File: src/rtl/sample_avg.sv
// sample_avg: sliding-window running sum and floor average of the last DEPTH accepted signed samples.
module sample_avg #(
  parameter int W     = 4,
  parameter int DEPTH = 4,
  parameter int LOG2D = 2
) (
  input  logic                 clk,
  input  logic                 clear,
  input  logic [W-1:0]         din,
  input  logic                 din_valid,
  input  logic                 flush,
  output logic [W+LOG2D-1:0]   sum,
  output logic [W-1:0]         avg,
  output logic                 avg_valid,
  output logic [LOG2D:0]       fill
);
  localparam int S = W + LOG2D;
  typedef enum logic [1:0] {EMPTY, FILLING, FULL} state_t;
  state_t state, state_next;
  logic [W-1:0] win [DEPTH];
  logic [S-1:0] sum_next;
  logic [LOG2D:0] fill_next;
  logic pulse_next, accept;
  assign accept = din_valid & ~flush;
  assign avg = sum[S-1:LOG2D];
  always_ff @(posedge clk or posedge clear)
    if (clear) begin
      state     <= EMPTY;
      fill      <= '0;
      sum       <= '0;
      avg_valid <= 1'b0;
      for (int i = 0; i < DEPTH; i++) win[i] <= '0;
    end else begin
      state     <= state_next;
      fill      <= fill_next;
      sum       <= sum_next;
      avg_valid <= pulse_next;
      if (flush)
        for (int i = 0; i < DEPTH; i++) win[i] <= '0;
      else if (accept) begin
        win[0] <= din;
        for (int i = 1; i < DEPTH; i++) win[i] <= win[i-1];
      end
    end
  always_comb begin
    state_next = flush ? EMPTY :
                 !accept ? state :
                 (state == FULL || fill == (LOG2D+1)'(DEPTH-1)) ? FULL : FILLING;
    fill_next  = flush ? '0 : (accept && state != FULL) ? fill + 1'b1 : fill;
  end
  // Empty slots hold zero, so subtracting the outgoing entry is correct during fill too.
  always_comb begin
    sum_next   = flush ? '0 :
                 accept ? sum + {{LOG2D{din[W-1]}}, din} - {{LOG2D{win[DEPTH-1][W-1]}}, win[DEPTH-1]} : sum;
    pulse_next = accept && state_next == FULL;
  end
endmodule
File: config.mk
export PLATFORM = sky130hd
export DESIGN_NAME = sample_avg
export DESIGN_NICKNAME = d
export VERILOG_FILES = /design/src/rtl/sample_avg.sv
export SDC_FILE = /design/constraint.sdc
export NUM_CORES = 1
export LEC_CHECK = 0
export CORE_AREA = 2 2 54 56
export DETAILED_ROUTE_END_ITERATION = 10
export DIE_AREA = 0 0 56 58
export DONT_BUFFER_PORTS = 1
export GPL_TIMING_DRIVEN = 0
export HOLD_SLACK_MARGIN = 0.02
export PLACE_DENSITY = 0.72
export SLEW_MARGIN = 25
export SYNTH_ARGS = -nofsm -noshare
export SYNTH_HDL_FRONTEND = slang
export SYNTH_SLANG_ARGS = --single-unit
export TNS_END_PERCENT = 10
File: constraint.sdc
create_clock -name clk -period 2.83 [get_ports clk]
set_clock_uncertainty 0.05 [all_clocks]
set_input_delay 0.7075 -clock clk [delete_from_list [all_inputs] [get_ports clk]]
set_output_delay 0.7075 -clock clk [all_outputs]
set_load 0.01 [all_outputs]
# Word level (Yosys, flattened, before mapping)
# Index checks and enable logic that the tools add are counted.
dict set report word_totals {
  reg_bits 28
  latchBits 0
  mem_bits_rw 0
  romBits 0
  input_bits 8
  out_inout_bits 14
  word_cells 31
  mem_count 0
}
dict set report classes {
  add_sub_neg 3
  multipliers 0
  div 0
  magnitude_cmp 0
  eq_ne 4
  n_shift 0
  n_mux 9
  bitwise_logic 2
  reduce_logical 5
}
# cell count
set op_table {}
lappend op_table {{16-bit 2-to-1 mux} 2}
lappend op_table {{6-bit 2-to-1 mux} 2}
lappend op_table {{6-bit adder} 1}
lappend op_table {{2-bit 2-to-1 mux} 3}
lappend op_table {{3-bit 2-to-1 mux} 2}
lappend op_table {{6-bit subtractor} 1}
lappend op_table {{2-bit == test (second input constant)} 2}
lappend op_table {{2-bit nonzero test} 2}
lappend op_table {{3-bit by 1-bit adder with 3-bit output (second input constant)} 1}
lappend op_table {{3-bit by 2-bit == test with 1-bit output (second input constant)} 1}
lappend op_table {{1-bit logical AND} 2}
lappend op_table {{2-bit inequality test (second input constant)} 1}
lappend op_table {{1-bit AND} 1}
lappend op_table {{1-bit logical OR} 1}
lappend op_table {{1-bit inverter} 1}

# Depth between registers and ports, before layout
dict set report depth {
  word_depth 7
  mapped_depth 10
  mapped_depth_nobuf 10
}

# Worst setup path before layout
# No wires, ideal clock.
dict set report synth_timing {
  kind {input to register}
  startpoint {in din[2]}
  endpoint {reg sum[4]}
  setup_time_ns 0.104
  arrival_time_ns 2.481
  t_required_ns 2.676
  slack_ns 0.195
  stages 8
  n_path_buf 0
  path_cell_list {inv_1 -> fa_1 -> inv_1 -> ha_1 -> nor2b_1 -> o21a_1 -> or4b_1 -> o311ai_1}
}
dict set report synth_via {
  elab_chain_len 4
}
# item line_no
set synth_rtl {}
lappend synth_rtl {{start, declared} 9} ;# input logic [W-1:0] din,
lappend synth_rtl {{6-bit adder} 54} ;# accept ? sum + {{LOG2D{din[W-1]}}, din} - {{LOG2D{win[DEPTH-1][W-1]}}, win[DEPTH-1]} : sum;
lappend synth_rtl {{6-bit subtractor} 54}
lappend synth_rtl {{6-bit 2-to-1 mux} 54}
lappend synth_rtl {{6-bit 2-to-1 mux} 53} ;# sum_next = flush ? '0 :
lappend synth_rtl {{end signal, assigned} 36} ;# sum <= sum_next;
lappend synth_rtl {{end, declared} 12} ;# output logic [W+LOG2D-1:0] sum,
# Every way passes these cells. The select of a mux whose other input is x is not followed.
# A chain may end at the register's enable or synchronous reset.

# Worst setup path after layout
dict set report layout_timing {
  startpoint {reg sum[2]}
  endpoint {reg sum[4]}
}
dict set report layout_via {
  elab_chain_len 4
}
# item line_no
set layout_rtl {}
lappend layout_rtl {{6-bit adder} 54}
lappend layout_rtl {{6-bit subtractor} 54}
lappend layout_rtl {{6-bit 2-to-1 mux} 54}
lappend layout_rtl {{6-bit 2-to-1 mux} 53}
# Every way passes these cells. The select of a mux whose other input is x is not followed.

==> qor.txt <==
Status -> finished clean
Area of the multi-input gates -> 708 µm²
Initial core utilization -> 58.6%
Slew Viols, Final -> 0
Asr flop ratio synth -> 100%
Category of the worst setup path capture point -> flip-flop
Crit path buffers/inverters -> 2
Pint -> 0.707 mW
Post-Syn Area -> 1560 µm²
Die X -> 56 µm
Worst EP required -> 3020 ps
RSZ-0062 raised after global routing -> false
Ports -> 22
Final setup vio count -> 0
Post-cts sizing count -> 0
Core Area -> 2660 µm²
Port-buffer cells -> 0
FILL cells -> 225
Reg-to-Reg Start -> sum[2]
Reg power frac -> 46.2%
Synth area leaders -> dfrtp_1 (45%), mux2i_1 (12%), ha_1 (7.2%)
Initial DRC count -> 31
Startpoint types -> flip-flop
Gate Count Post-Synth -> 153
Clock Power Share -> 25.7%
Max stage delay on crit path -> 510 ps
R2R Setup Slk -> 370 ps
Total area of sequential cells -> 701 µm²
Max-Cap Viols -> 0
Initial antenna violation count -> 0
Worst path cell trace -> inv_1, fa_1, inv_1, ha_1, nor2b_1, o21a_1, or4b_1, o311ai_1
Post-Route WL -> 2.55 mm
Commonest non-fill, non-tap cells in the layout -> dfrtp_1 (28), nor2_1 (25), inv_1 (23)
Hold-fix buffers, CTS -> 0
Worst skew pair latency -> 330 ps
First-pass GRT wire length -> 4.42 mm
Post-DP HPWL -> 1.90 mm
Largest net degree at the start of global routing -> 29
Area grow syn2layout -> 5.85%
Clock period minus worst slack -> 2460 ps
CP arrival -> 2660 ps
CTS tree -> built
Vias per inst -> 5.36
Logic pwr share -> 28.1%
Die Y -> 58 µm
# nets final -> 180
CP most frequent cell -> inv_1
CP Launch Point -> sum[2]
Synth area leader -> dfrtp_1
Syn Area/Cell -> 10.2 µm²
NetSw -> 0.309 mW
Number of synthesized flops with an enable pin -> 0
DRC errors left -> 0
Layout cell share with drive strength beyond 1 -> 8.28%
Crit path kind -> reg2reg
Static Leak -> 0.852 nW
CTS sink cnt -> 28
Ys Warns -> 0
Clk slew on worst S/H paths -> 160 ps
CP delay by family, top -> adder cells
GPL Wtd Cong -> 0.742
Total GRT Usage -> 17.5%
CTS root buf -> clkbuf_4
Placed cells -> 184
Max Freq -> 406 MHz
CTS Buffer Depth -> 2
Commonest non-fill, non-tap cell in the layout -> dfrtp_1
CTS H-tree depth -> 1
Synth Register Bits -> 28
Synth cell types -> 28
Share of the synthesized area in the top cell type -> 44.9%
Worst-case headroom to the max-slew limit -> 61.3%
Syn Nets -> 175
Drt pass-1 iters -> 4
Setup TNS -> 0 ps
Power density cells -> 615 nW/µm²
DR vias -> 1007
Total clock buffers created by CTS -> 3
Post-synth top flop -> dfrtp_1
Post-synthesis sequential area ratio -> 44.9%
Max IR drop VDD -> 420 µV
Detail Route Antenna Nets -> 0
Slowest-stage cell, CP -> or4b_1
Die area -> 3250 µm²
Final hold violations -> 0
Net Sw Frac -> 30.4%
Worst hold-check path type -> in2async
Final non-filler cell total -> 188
Num rows -> 19
Diodes inserted -> 0
Setup bufs post-CTS -> 0
Worst-margin pin slew -> 579 ps
Vias in the first global route -> 994
Total grt overflow -> 0
WL/cell -> 13.5 µm
Period utilization -> 87.1%
Max FO, Critical Path -> 4
## through the flow
step / util [%] / setup WS (ps) / area, µm² / total power [mW] / hold WS, ps
2_1_floorplan: - / 195 / 1560 / 0.714 / 436
3_3_place_gp: 60.1 / 122 / 1600 / 0.756 / 450
3_5_place_dp: 60.1 / 94.3 / 1600 / 0.765 / 458
4_1_cts: 62.0 / 342 / 1650 / 1.03 / 475
5_1_grt: 62.0 / 246 / 1650 / 1.08 / 276
6_report: 62.0 / 366 / 1650 / 1.02 / 241
## area by class of cell
cell class	instances	share of cell area [%]
Tap cell	31	2.35
Multi-Input combinational cell	90	42.9
Inverter	24	5.45
Buffer	11	3.71
Sequential cell	28	42.4
Clock inverter	1	1.82
Clock buffer	3	1.36
## kinds of logic (layout without fill, tap and decap cells)
logic type      after synthesis  count (layout)  share of synthesized area [%]
compound gates               19              19                           8.18
xor+xnor                      5               5                           2.81
fa+ha+maj                    14              14                           13.6
buf+inv                      35              39                           9.70
flops                        28              28                           44.9
mux                          18              18                           11.5
simple gates                 34              34                           9.22
## Yosys cell counts (2+ instances only)
cell,number
inv_1,24
mux2i_1,18
a211oi_1,4
nand2b_1,2
xor2_1,2
dfrtp_1,28
xnor2_1,3
buf_2,4
fa_1,5
clkbuf_1,3
nand2_1,3
ha_1,9
buf_4,4
a21oi_1,6
nor2_1,25
## flip-flops by register name (all words and copies together) (netlist names)
| register | cells |
|---|---|
| win | 16 |
| sum | 6 |
| fill | 3 |
| state | 2 |
| avg_valid | 1 |
## metal layers
metal	global-route usage, %	vias to the layer above	routed length (µm)
li1	-	498	-
met1	22.3	489	1180
met2	30.8	18	1240
met4	6.12	0	17
met3	2.68	2	104
met5	0	-	0
## path summary, 6_finish.rpt
path | end | cells past startpoint
max in group asynchronous | win[2] | 1
max | sum[4] | 8
min | sum[4] | 1
min in group clk | win[5] | 2
max reg2reg | sum[4] | 8
min reg2reg | win[5] | 2
## power by group through the flow
| stage | Sequential [mW] | Combinational (mW) | Clock, mW |
|---|---|---|---|
| 2_1_floorplan | 0.470 | 0.244 | 0 |
| 3_3_place_gp | 0.477 | 0.279 | 0 |
| 3_5_place_dp | 0.478 | 0.288 | 0 |
| 4_1_cts | 0.470 | 0.291 | 0.268 |
| 5_1_grt | 0.474 | 0.328 | 0.279 |
| 6_report | 0.469 | 0.286 | 0.261 |
Power figures use the tool's default switching activity.
